File: src/rtl/ptp_tx_pkg.sv
// ptp_tx_pkg
//   Definitions shared by the PTP transmit path: input FSM state encoding,
//   the PTP frame-type code, timestamp width and the byte positions that
//   carry the receive timestamp inside a frame.
package ptp_tx_pkg;

  typedef enum logic [1:0] {
    IDLE = 2'd0,
    HDR  = 2'd1,
    BODY = 2'd2,
    DISC = 2'd3
  } tx_state_t;

  localparam logic [2:0] PTP_TYPE   = 3'd4;
  localparam int         TS_W       = 19;
  // Receive timestamp occupies bytes 3..5: [2:0] of byte 3, all of 4 and 5.
  localparam logic [2:0] TS_BYTE_HI = 3'd3;
  localparam logic [2:0] TS_BYTE_LO = 3'd5;

endpackage

File: src/rtl/ptp_tx_delay_line.sv
// ptp_tx_delay_line
//   DEPTH-stage shift register of {valid, last, data[8:0]} that advances every
//   cycle. Stage 0 loads the input; stage k loads stage k-1. While ovr_en is
//   high the data bytes moving into the two last stages are replaced:
//   ovr_hi lands in stage DEPTH-1, ovr_lo in stage DEPTH-2. Bit 8 is never
//   touched.
// Ports:
//   clk_sys, reset             clock, synchronous active-high reset
//   in_valid/in_last/in_data   stage-0 load
//   ovr_en, ovr_hi, ovr_lo     byte overwrite of the two last stages
//   stage_valid/last/data      current contents of every stage
module ptp_tx_delay_line #(
  parameter int DEPTH = 3
) (
  input  logic                  clk_sys,
  input  logic                  reset,
  input  logic                  in_valid,
  input  logic                  in_last,
  input  logic [8:0]            in_data,
  input  logic                  ovr_en,
  input  logic [7:0]            ovr_hi,
  input  logic [7:0]            ovr_lo,
  output logic [DEPTH-1:0]      stage_valid,
  output logic [DEPTH-1:0]      stage_last,
  output logic [DEPTH-1:0][8:0] stage_data
);

  genvar gi;
  generate
    for (gi = 0; gi < DEPTH; gi++) begin : g_stage
      localparam bit OVR_STAGE = (gi > 0) && (gi >= DEPTH - 2);

      logic       src_valid;
      logic       src_last;
      logic [8:0] src_data;
      logic [7:0] ovr_byte;
      logic       valid_reg;
      logic       last_reg;
      logic [8:0] data_reg;

      if (gi == 0) begin : g_src_in
        assign src_valid = in_valid;
        assign src_last  = in_last;
        assign src_data  = in_data;
      end else begin : g_src_prev
        assign src_valid = stage_valid[gi-1];
        assign src_last  = stage_last[gi-1];
        assign src_data  = stage_data[gi-1];
      end

      if (gi == DEPTH - 1) begin : g_ovr_hi
        assign ovr_byte = ovr_hi;
      end else begin : g_ovr_lo
        assign ovr_byte = ovr_lo;
      end

      always_ff @(posedge clk_sys) begin
        if (reset) begin
          valid_reg <= 1'b0;
          last_reg  <= 1'b0;
          data_reg  <= 9'h000;
        end else begin
          valid_reg     <= src_valid;
          last_reg      <= src_last;
          data_reg[8]   <= src_data[8];
          data_reg[7:0] <= (ovr_en && OVR_STAGE) ? ovr_byte : src_data[7:0];
        end
      end

      assign stage_valid[gi] = valid_reg;
      assign stage_last[gi]  = last_reg;
      assign stage_data[gi]  = data_reg;
    end
  endgenerate

endmodule

File: src/rtl/ptp_frame_transmit.sv
// ptp_frame_transmit
//   Re-emits the 9-bit framed byte stream with a fixed 4-cycle latency. In PTP
//   frames the 19-bit receive timestamp in bytes 3..5 is replaced by the
//   residence time (time latched at the head minus receive timestamp, mod
//   2^19). Stray bytes, short frames and gaps raise an error pulse; bytes of a
//   broken frame after the gap are discarded up to its tail.
// Ports:
//   clk_sys, reset              clock, synchronous active-high reset
//   iv_data, i_data_wr          input stream ([8] marks head and tail)
//   iv_tx_ts                    free-running local time
//   ov_data, o_data_wr          output stream
//   o_pkt_send_pulse            with every output byte that closes a frame
//   o_frame_err_pulse           one cycle after a malformed input byte/gap
//   ov_residence_time           last computed residence time
//   ov_tx_pkt_cnt               frames sent (wrapping)
//   ov_port_id                  constant outport
//   ov_transmit_state           input FSM state
module ptp_frame_transmit #(
  parameter logic [3:0] outport  = 4'b0000,
  parameter logic [2:0] PTP_TYPE = ptp_tx_pkg::PTP_TYPE
) (
  input  logic                        clk_sys,
  input  logic                        reset,
  input  logic [8:0]                  iv_data,
  input  logic                        i_data_wr,
  input  logic [ptp_tx_pkg::TS_W-1:0] iv_tx_ts,
  output logic [8:0]                  ov_data,
  output logic                        o_data_wr,
  output logic                        o_pkt_send_pulse,
  output logic                        o_frame_err_pulse,
  output logic [ptp_tx_pkg::TS_W-1:0] ov_residence_time,
  output logic [15:0]                 ov_tx_pkt_cnt,
  output logic [3:0]                  ov_port_id,
  output logic [1:0]                  ov_transmit_state
);
  import ptp_tx_pkg::*;

  // The three timestamp bytes must sit in the delay line at the same time.
  localparam int TS_SPAN = int'(TS_BYTE_LO) - int'(TS_BYTE_HI) + 1;

  tx_state_t         state_reg, state_next;
  logic [2:0]        byte_cnt_reg, byte_cnt_next;
  logic [2:0]        type_reg, type_next;
  logic [TS_W-1:0]   ts_l_reg, ts_l_next;
  logic              arm_reg, arm_next;
  logic              accept;
  logic              in_last;
  logic              err_next;

  logic [TS_SPAN-1:0]      s_valid;
  logic [TS_SPAN-1:0]      s_last;
  logic [TS_SPAN-1:0][8:0] s_data;
  logic [TS_W-1:0]         rec_ts;
  logic [TS_W-1:0]         diff;

  always_comb begin
    state_next    = state_reg;
    byte_cnt_next = byte_cnt_reg;
    type_next     = type_reg;
    ts_l_next     = ts_l_reg;
    arm_next      = 1'b0;
    accept        = 1'b0;
    err_next      = 1'b0;
    case (state_reg)
      IDLE: begin
        if (i_data_wr) begin
          if (iv_data[8]) begin
            accept        = 1'b1;
            type_next     = iv_data[7:5];
            ts_l_next     = iv_tx_ts;
            byte_cnt_next = 3'd1;
            state_next    = HDR;
          end else begin
            err_next = 1'b1;
          end
        end
      end
      HDR: begin
        if (i_data_wr) begin
          accept = 1'b1;
          if (iv_data[8]) begin
            err_next   = 1'b1;
            state_next = IDLE;
          end else begin
            byte_cnt_next = byte_cnt_reg + 3'd1;
            if (byte_cnt_reg == TS_BYTE_LO) begin
              state_next = BODY;
              // One cycle later bytes 3..5 fill the delay line.
              arm_next   = (type_reg == PTP_TYPE);
            end
          end
        end else begin
          err_next   = 1'b1;
          state_next = DISC;
        end
      end
      BODY: begin
        if (i_data_wr) begin
          accept = 1'b1;
          if (iv_data[8]) state_next = IDLE;
        end else begin
          err_next   = 1'b1;
          state_next = DISC;
        end
      end
      default: begin
        // DISC: a flagged byte is taken as the tail of the broken frame.
        if (i_data_wr && iv_data[8]) state_next = IDLE;
      end
    endcase
  end

  // A flagged byte is a tail everywhere except when it opens a frame.
  assign in_last = iv_data[8] && (state_reg != IDLE);

  assign rec_ts = {s_data[TS_SPAN-1][2:0], s_data[TS_SPAN-2][7:0], s_data[TS_SPAN-3][7:0]};
  assign diff   = ts_l_reg - rec_ts;

  ptp_tx_delay_line #(
    .DEPTH (TS_SPAN)
  ) u_delay (
    .clk_sys     (clk_sys),
    .reset       (reset),
    .in_valid    (i_data_wr & accept),
    .in_last     (in_last),
    .in_data     (iv_data),
    .ovr_en      (arm_reg),
    .ovr_hi      (diff[15:8]),
    .ovr_lo      (diff[7:0]),
    .stage_valid (s_valid),
    .stage_last  (s_last),
    .stage_data  (s_data)
  );

  always_ff @(posedge clk_sys) begin
    if (reset) begin
      state_reg         <= IDLE;
      byte_cnt_reg      <= 3'd0;
      type_reg          <= 3'd0;
      ts_l_reg          <= '0;
      arm_reg           <= 1'b0;
      ov_data           <= 9'h000;
      o_data_wr         <= 1'b0;
      o_pkt_send_pulse  <= 1'b0;
      o_frame_err_pulse <= 1'b0;
      ov_residence_time <= '0;
      ov_tx_pkt_cnt     <= 16'h0000;
    end else begin
      state_reg         <= state_next;
      byte_cnt_reg      <= byte_cnt_next;
      type_reg          <= type_next;
      ts_l_reg          <= ts_l_next;
      arm_reg           <= arm_next;
      o_frame_err_pulse <= err_next;
      o_data_wr         <= s_valid[TS_SPAN-1];
      o_pkt_send_pulse  <= s_valid[TS_SPAN-1] & s_last[TS_SPAN-1];
      if (s_valid[TS_SPAN-1] && s_last[TS_SPAN-1]) ov_tx_pkt_cnt <= ov_tx_pkt_cnt + 16'd1;
      if (arm_reg) begin
        ov_data           <= {s_data[TS_SPAN-1][8:3], diff[TS_W-1:16]};
        ov_residence_time <= diff;
      end else begin
        ov_data <= s_data[TS_SPAN-1];
      end
    end
  end

  assign ov_port_id        = outport;
  assign ov_transmit_state = state_reg;

endmodule
File: config.mk
export PLATFORM = sky130hd
export DESIGN_NAME = ptp_frame_transmit
export DESIGN_NICKNAME = d
export VERILOG_FILES = /design/src/rtl/ptp_tx_pkg.sv /design/src/rtl/ptp_tx_delay_line.sv /design/src/rtl/ptp_frame_transmit.sv
export SDC_FILE = /design/constraint.sdc
export NUM_CORES = 1
export LEC_CHECK = 0
export ABC_AREA = 1
export BUFFER_PORTS_ARGS = -buffer_cell sky130_fd_sc_hd__buf_4
export CAP_MARGIN = 20
export CELL_PAD_IN_SITES_DETAIL_PLACEMENT = 0
export CELL_PAD_IN_SITES_GLOBAL_PLACEMENT = 1
export CORE_AREA = 2 2 86 171
export CTS_CLUSTER_SIZE = 10
export DETAILED_ROUTE_END_ITERATION = 10
export DIE_AREA = 0 0 88 173
export PLACE_DENSITY = 0.76
export SLEW_MARGIN = 25
export SYNTH_ARGS = -nofsm -noshare
export SYNTH_HDL_FRONTEND = slang
export SYNTH_SLANG_ARGS = --single-unit
File: constraint.sdc
create_clock -name clk_sys -period 1.6 [get_ports clk_sys]
set_input_delay 0.24 -clock clk_sys [delete_from_list [all_inputs] [get_ports clk_sys]]
set_output_delay 0.24 -clock clk_sys [all_outputs]
set_load 0.01 [all_outputs]
==> results of run 1 <==
layer usage:
| metal | track usage [%] | share of wire (%) | up-vias |
|---|---|---|---|
| li1 | - | - | 2455 |
| met2 | 41.0 | 57 | 121 |
| met3 | 3.25 | 3.9 | 49 |
| met4 | 15.2 | 6.7 | 0 |
| met5 | 0 | 0 | - |
| met1 | 19.8 | 32 | 2276 |
power groups by stage:
| stage | Sequential (mW) | Clock (mW) | Combinational [mW] |
|---|---|---|---|
| after global routing | 2.85 | 2.54 | 1.46 |
| after floorplan | 2.87 | 0 | 0.651 |
| after global placement | 2.88 | 0 | 1.07 |
| after detailed placement | 2.88 | 0 | 1.08 |
| after CTS | 2.83 | 2.42 | 1.19 |
| final | 2.84 | 2.38 | 1.32 |
synthesized netlist by cell type, types with 4 or more instances:
cell and instances:
a21oi_1 91, buf_2 4, buf_4 5, clkbuf_1 16, dfxtp_1 108, ha_1 25
inv_1 93, nand2_1 159, nand2_2 7, nand3_1 42, nand3_2 11, nor2_1 52
nor3_1 8, o21ai_0 20, o21ai_1 4, xor2_1 7
worst min-delay path: stages:
cell and delay [ps]:
buf_4 70, inv_1 30, nor2_1 60
area by class of cell:
type	instances	area [µm²]	share of cell area [%]
multi-input cells	464	2950	41.5
flip-flops and latches	108	2180	30.7
repair buffers	140	1050	14.8
inverters	97	367	5.15
clock buffers	11	253	3.55
well taps	189	236	3.33
clock inverters	5	67.6	0.950
metrics by stage:
stage / setup slack [ps] / instance area [µm²]
floorplan: -0.817 / 5110
global placement: -318 / 6250
detailed placement: -312 / 6250
CTS: -178 / 6840
global route: -228 / 7110
finish: -108 / 7110
worst max path at each step:
stage                                        start                        endpoint  slack (ps)  cells after the start
floorplan                              ts_l_reg[0]                      ov_data[0]        -0.8                     12
CTS                 u_delay.g_stage[0].data_reg[0]  u_delay.g_stage[2].data_reg[4]        -180                     12
global route        u_delay.g_stage[0].data_reg[0]  u_delay.g_stage[2].data_reg[0]        -230                     10
detailed placement  u_delay.g_stage[0].data_reg[0]            ov_residence_time[6]        -310                      9
finish              u_delay.g_stage[0].data_reg[0]  u_delay.g_stage[2].data_reg[0]        -110                     10
global placement    u_delay.g_stage[0].data_reg[0]  u_delay.g_stage[1].data_reg[6]        -320                      9
repair_timing:
item	CTS	global route
setup endpoints to repair	34	46
gates resized for setup	53	72
endpoints found under the hold margin	0	0
hold buffers	0	0
pin swaps	9	18
buffers inserted	0	2
cell families after synthesis:
family / count (synthesis)
compound gates: 125
fa+ha+maj: 26
xor+xnor: 8
buf+inv: 124
simple gates: 301
other cells: 1
flops: 108
layout by cell type, fill, tap and decap left out, types with 7 or more instances in the layout:
master,n
a21oi_1,64
a21oi_2,28
buf_4,140
clkbuf_16,9
dfxtp_1,90
dfxtp_2,18
ha_1,7
ha_4,18
inv_1,85
inv_2,11
nand2_1,143
nand2_2,21
nand3_1,34
nand3_2,17
nor2_1,47
o21ai_0,14
o21ai_1,8
==> results.yml, run 1 <==
synth:
  syn_area_per_cell_um2: 7.34
  ys_seq_elements: 108
  seq_area_frac_synth_pct: 42.5
  synthXorXnorAreaFrac_pct: 1.38
  synth_area_um2: 5090
  yosysWarnings: 0
  synth_fa_ha_area_share_pct: 6.54
  ys_types: 38
  ys_top_cells_by_area: "dfxtp_1 42%, nand2_1 12%, a21oi_1 9.0%, inv_1 6.9%, ha_1 6.1%"
  syn-instance-count: 693
  muxShareOfSynthArea_pct: 0
  async_flop_share_pct: 0
  synth_flop_cell: "dfxtp_1"
  synth_edf_count: 0
  yosys.area.top_type: "dfxtp_1"
  synth_top_family_by_area: "simple AND/OR/NAND/NOR gates"
  synth_compound_area_share_pct: 12.8
  synth-simple-area-share_pct: 27.1
  yosysTopAreaCellShare_pct: 42.5
clocking:
  cts-root-buf: "clkbuf_16"
  clockBufferDepth: 2
  cts_tree: "built"
  path_clk_slew_ps: 70
  ctsHtreeMaxLevel: 3
  clock-sinks: 108
  worst_skew_pair.late_latency_ps: 350
  cts_buffers: 9
die:
  start_util_pct: 36.8
  core_area_um2: 13800
  die_width_um: 88
  dieArea_um2: 15200
  io_pins: 84
  die_h_um: 173
  num_rows: 61
worst_setup_path:
  crit_slowest_cell: "dfxtp_2"
  crit_chain: "ha_4 -> inv_2 -> fa_2 -> nand3_2 -> nand3_4 -> nand2_2 -> nand2_4 -> a21oi_2 -> o21ai_1 -> a21oi_1"
  critPathRequiredTime_ps: 1880
  r2r-end: "u_delay.g_stage[2].data_reg[0]"
  path_class: "flip-flop to flip-flop"
  r2r_start: "u_delay.g_stage[0].data_reg[0]"
  worstSetupStartpointType: "flip-flop"
  r2r_slack_ps: -110
  path_buf_inv: 1
  cp-end-kind: "flip-flop"
  crit_arrival_ps: 1990
  critPathMaxFanout: 4
  max_stage_delay_ps: 370
  crit_family: "adder cells"
  r2r.worst_path.cells: 10
power:
  power.net_switching_mw: 1.88
  internal_power_mw: 4.66
  power_frac_comb_pct: 20.2
  vdd_drop_max_mv: 0.499
  seq_power_share_pct: 43.4
  cellPowerDensity_nw_per_um2: 920
  p_leak_nw: 3.09
  switching_share_pct: 28.7
  pwr-share-clk_pct: 36.4
  total_power_mw: 6.54
cells_and_area:
  nFillCells: 1360
  nNetsFinal: 877
  area.growth.synth_to_final_pct: 39.8
  largest_register_ffs: 27
  final_util_pct: 51.5
  drive_gt1_share_pct: 36.1
  antenna_cells: 0
  fin_cells: 1014
route:
  postRouteAntennaNets: 0
  wire_per_inst_um: 15.9
  drc: 0
  vias_per_cell: 4.83
  dr.pass1.iters: 4
  routed_wl_mm: 16.1
  num_vias: 4901
  drt_iter0_markers: 163
sta:
  skew_ps: 7.23
  hold_viol_final: 0
  fmaxAchievable_ghz: 0.585
  tightest_slew_ps: 547
  tns_ps: -1680
  finalMaxSlewViolations: 0
  layout_setup_ws_ps: -108
  period_needed_ps: 1710
  whs_ps: 85.2
  setup_viol: 25
  final.period_utilization_pct: 107
  rsz0062_at_grt: "yes"
  maxSlewHeadroom_pct: 63.5
hold_path:
  hold_path_class: "input port to flip-flop"
  hp-start: "iv_data[0]"
  whs_endpoint: "u_delay.g_stage[0].data_reg[0]"
  hold_depth: 3
grt:
  grt_antenna_before_repair: 0
  grt_util_all_layers_pct: 21.7
  grt_max_degree: 47
  grt_pass1_vias: 5176
  grt_first_pass_wirelength_mm: 25.2
  grt_overflow: 0
run_status:
  status: "finished, violations left"
  violations: "negative setup slack"
placed_design:
  hpwl_mm: 12.1
  dp_cells: 996
  gp_congestion: 0.958
  portBuffers: 79
run:
  max-cap-violations: 0
Power figures use the tool's default switching activity.
==> run 2, diff against run 1 <==
==> constraint.sdc (replaced) <==
create_clock -name clk_sys -period 1.6 [get_ports clk_sys]
set_input_delay 0 -clock clk_sys [delete_from_list [all_inputs] [get_ports clk_sys]]
set_output_delay 0 -clock clk_sys [all_outputs]
set_load 0.01 [all_outputs]
==> results.yml, run 2 (synthesis results as in run 1) <==
route:
  wire_per_inst_um: 15.2
  postRouteAntennaNets: 0
  routed_wl_mm: 15.8
  num_vias: 5035
  dr.pass1.iters: 5
  drc: 0
  vias_per_cell: 4.84
  drt_iter0_markers: 217
die:
  die_h_um: 173
  start_util_pct: 36.8
  core_area_um2: 13800
  die_width_um: 88
  dieArea_um2: 15200
  num_rows: 61
  io_pins: 84
run:
  max-cap-violations: 0
sta:
  rsz0062_at_grt: "yes"
  layout_setup_ws_ps: -157
  fmaxAchievable_ghz: 0.569
  whs_ps: 17.9
  tightest_slew_ps: 531
  skew_ps: 7.04
  setup_viol: 28
  maxSlewHeadroom_pct: 64.6
  period_needed_ps: 1760
  final.period_utilization_pct: 110
  finalMaxSlewViolations: 0
  hold_viol_final: 0
run_status:
  violations: "negative setup slack"
  status: "finished, violations left"
cells_and_area:
  nNetsFinal: 905
  largest_register_ffs: 27
  final_util_pct: 53.6
  design_area_um2: 7400
  antenna_cells: 0
  area.growth.synth_to_final_pct: 45.5
  final_common_cell: "buf_4"
  layout_common_cells: "139 x buf_4, 134 x nand2_1, 91 x dfxtp_1"
  drive_gt1_share_pct: 35.4
  fin_cells: 1041
power:
  total_power_mw: 6.35
  p_leak_nw: 3.19
  cellPowerDensity_nw_per_um2: 858
  vdd_drop_max_mv: 0.498
worst_setup_path:
  max_stage_delay_ps: 370
  path_buf_inv: 1
  critPathRequiredTime_ps: 1880
  critPathMaxFanout: 4
  crit_arrival_ps: 2040
  worstSetupStartpointType: "flip-flop"
  crit_slowest_cell: "dfxtp_2"
  path_class: "flip-flop to flip-flop"
  crit_chain: "ha_4 -> inv_4 -> fa_2 -> nand3_2 -> nand3_4 -> nand2_2 -> nand2_4 -> nand2_2 -> nand2_1 -> nand2_1 -> nand3_2 -> a21oi_2"
  cp-end-kind: "flip-flop"
  crit_family: "simple AND/OR/NAND/NOR gates"
  r2r_slack_ps: -160
clocking:
  path_clk_slew_ps: 70
  worst_skew_pair.late_latency_ps: 350
  clock-sinks: 108
  ctsHtreeMaxLevel: 3
  cts_buffers: 9
  cts_tree: "built"
  clockBufferDepth: 2
  cts-root-buf: "clkbuf_16"
grt:
  top_usage_layer: "met2"
  grt_max_degree: 40
  grt_antenna_before_repair: 0
  grt_pass1_vias: 5087
  grt_overflow: 0
  grt_first_pass_wirelength_mm: 24.6
  met3_usage_pct: 2.67
  grtUsageMet2_pct: 40.8
  met1_usage_pct: 19.7
  grt_util_all_layers_pct: 20.9
placed_design:
  hpwl_mm: 11.8
  place_area_um2: 6230
  dp_cells: 993
  portBuffers: 79
  gp_congestion: 0.995
hold_path:
  hold_path_class: "input port to flip-flop"
-- run 2: timing repair --
action                                  CTS  global route
endpoints found under the setup margin   32            42
endpoints found under the hold margin    32             0
buffers inserted                          2             6
resized for setup                        56            82
hold buffers                             28             0
pin swaps                                24            36
-- run 2: worst paths after layout --
kind,end,startpoint,cells after the start
worst max-delay path,ov_data[0],u_delay.g_stage[0].data_reg[0],12
worst min register to register,u_delay.g_stage[2].last_reg,u_delay.g_stage[1].last_reg,2
worst min-delay path,ts_l_reg[8],iv_tx_ts[8],3
worst max register to register,ov_data[0],u_delay.g_stage[0].data_reg[0],12
-- run 2: worst min-delay path: stages --
cell and delay, ps:
buf_4 110, nand3_1 130, a21oi_1 80
-- run 2: report_power, final --
part	leakage, nW	internal, mW	switching (mW)
Sequential	0.885	2.77	0.0623
Combinational	2.17	0.637	0.784
Clock	0.130	1.06	1.03
Total	3.19	4.48	1.88
-- run 2: area by class of cell --
cell class	instances	area (µm²)
Sequential cell	108	2180
Fill cell	1321	6410
Clock buffer	9	225
Clock inverter	6	53.8
Tap cell	189	236
Multi-Input combinational cell	464	3000
Timing Repair Buffer	168	1340
Inverter	97	369
-- run 2: layer usage --
layer,part of all wire [%],vias to the layer above
met5,0,-
met2,59,135
li1,-,2514
met4,5.1,0
met1,33,2336
met3,3.3,50
-- run 2: per-stage QoR --
stage               worst slack [ps]  TNS [ps]
floorplan                     -0.817     -2.36
global placement                -268     -4390
detailed placement              -257     -4590
CTS                             -180     -2500
global route                    -276     -5790
finish                          -157     -3060
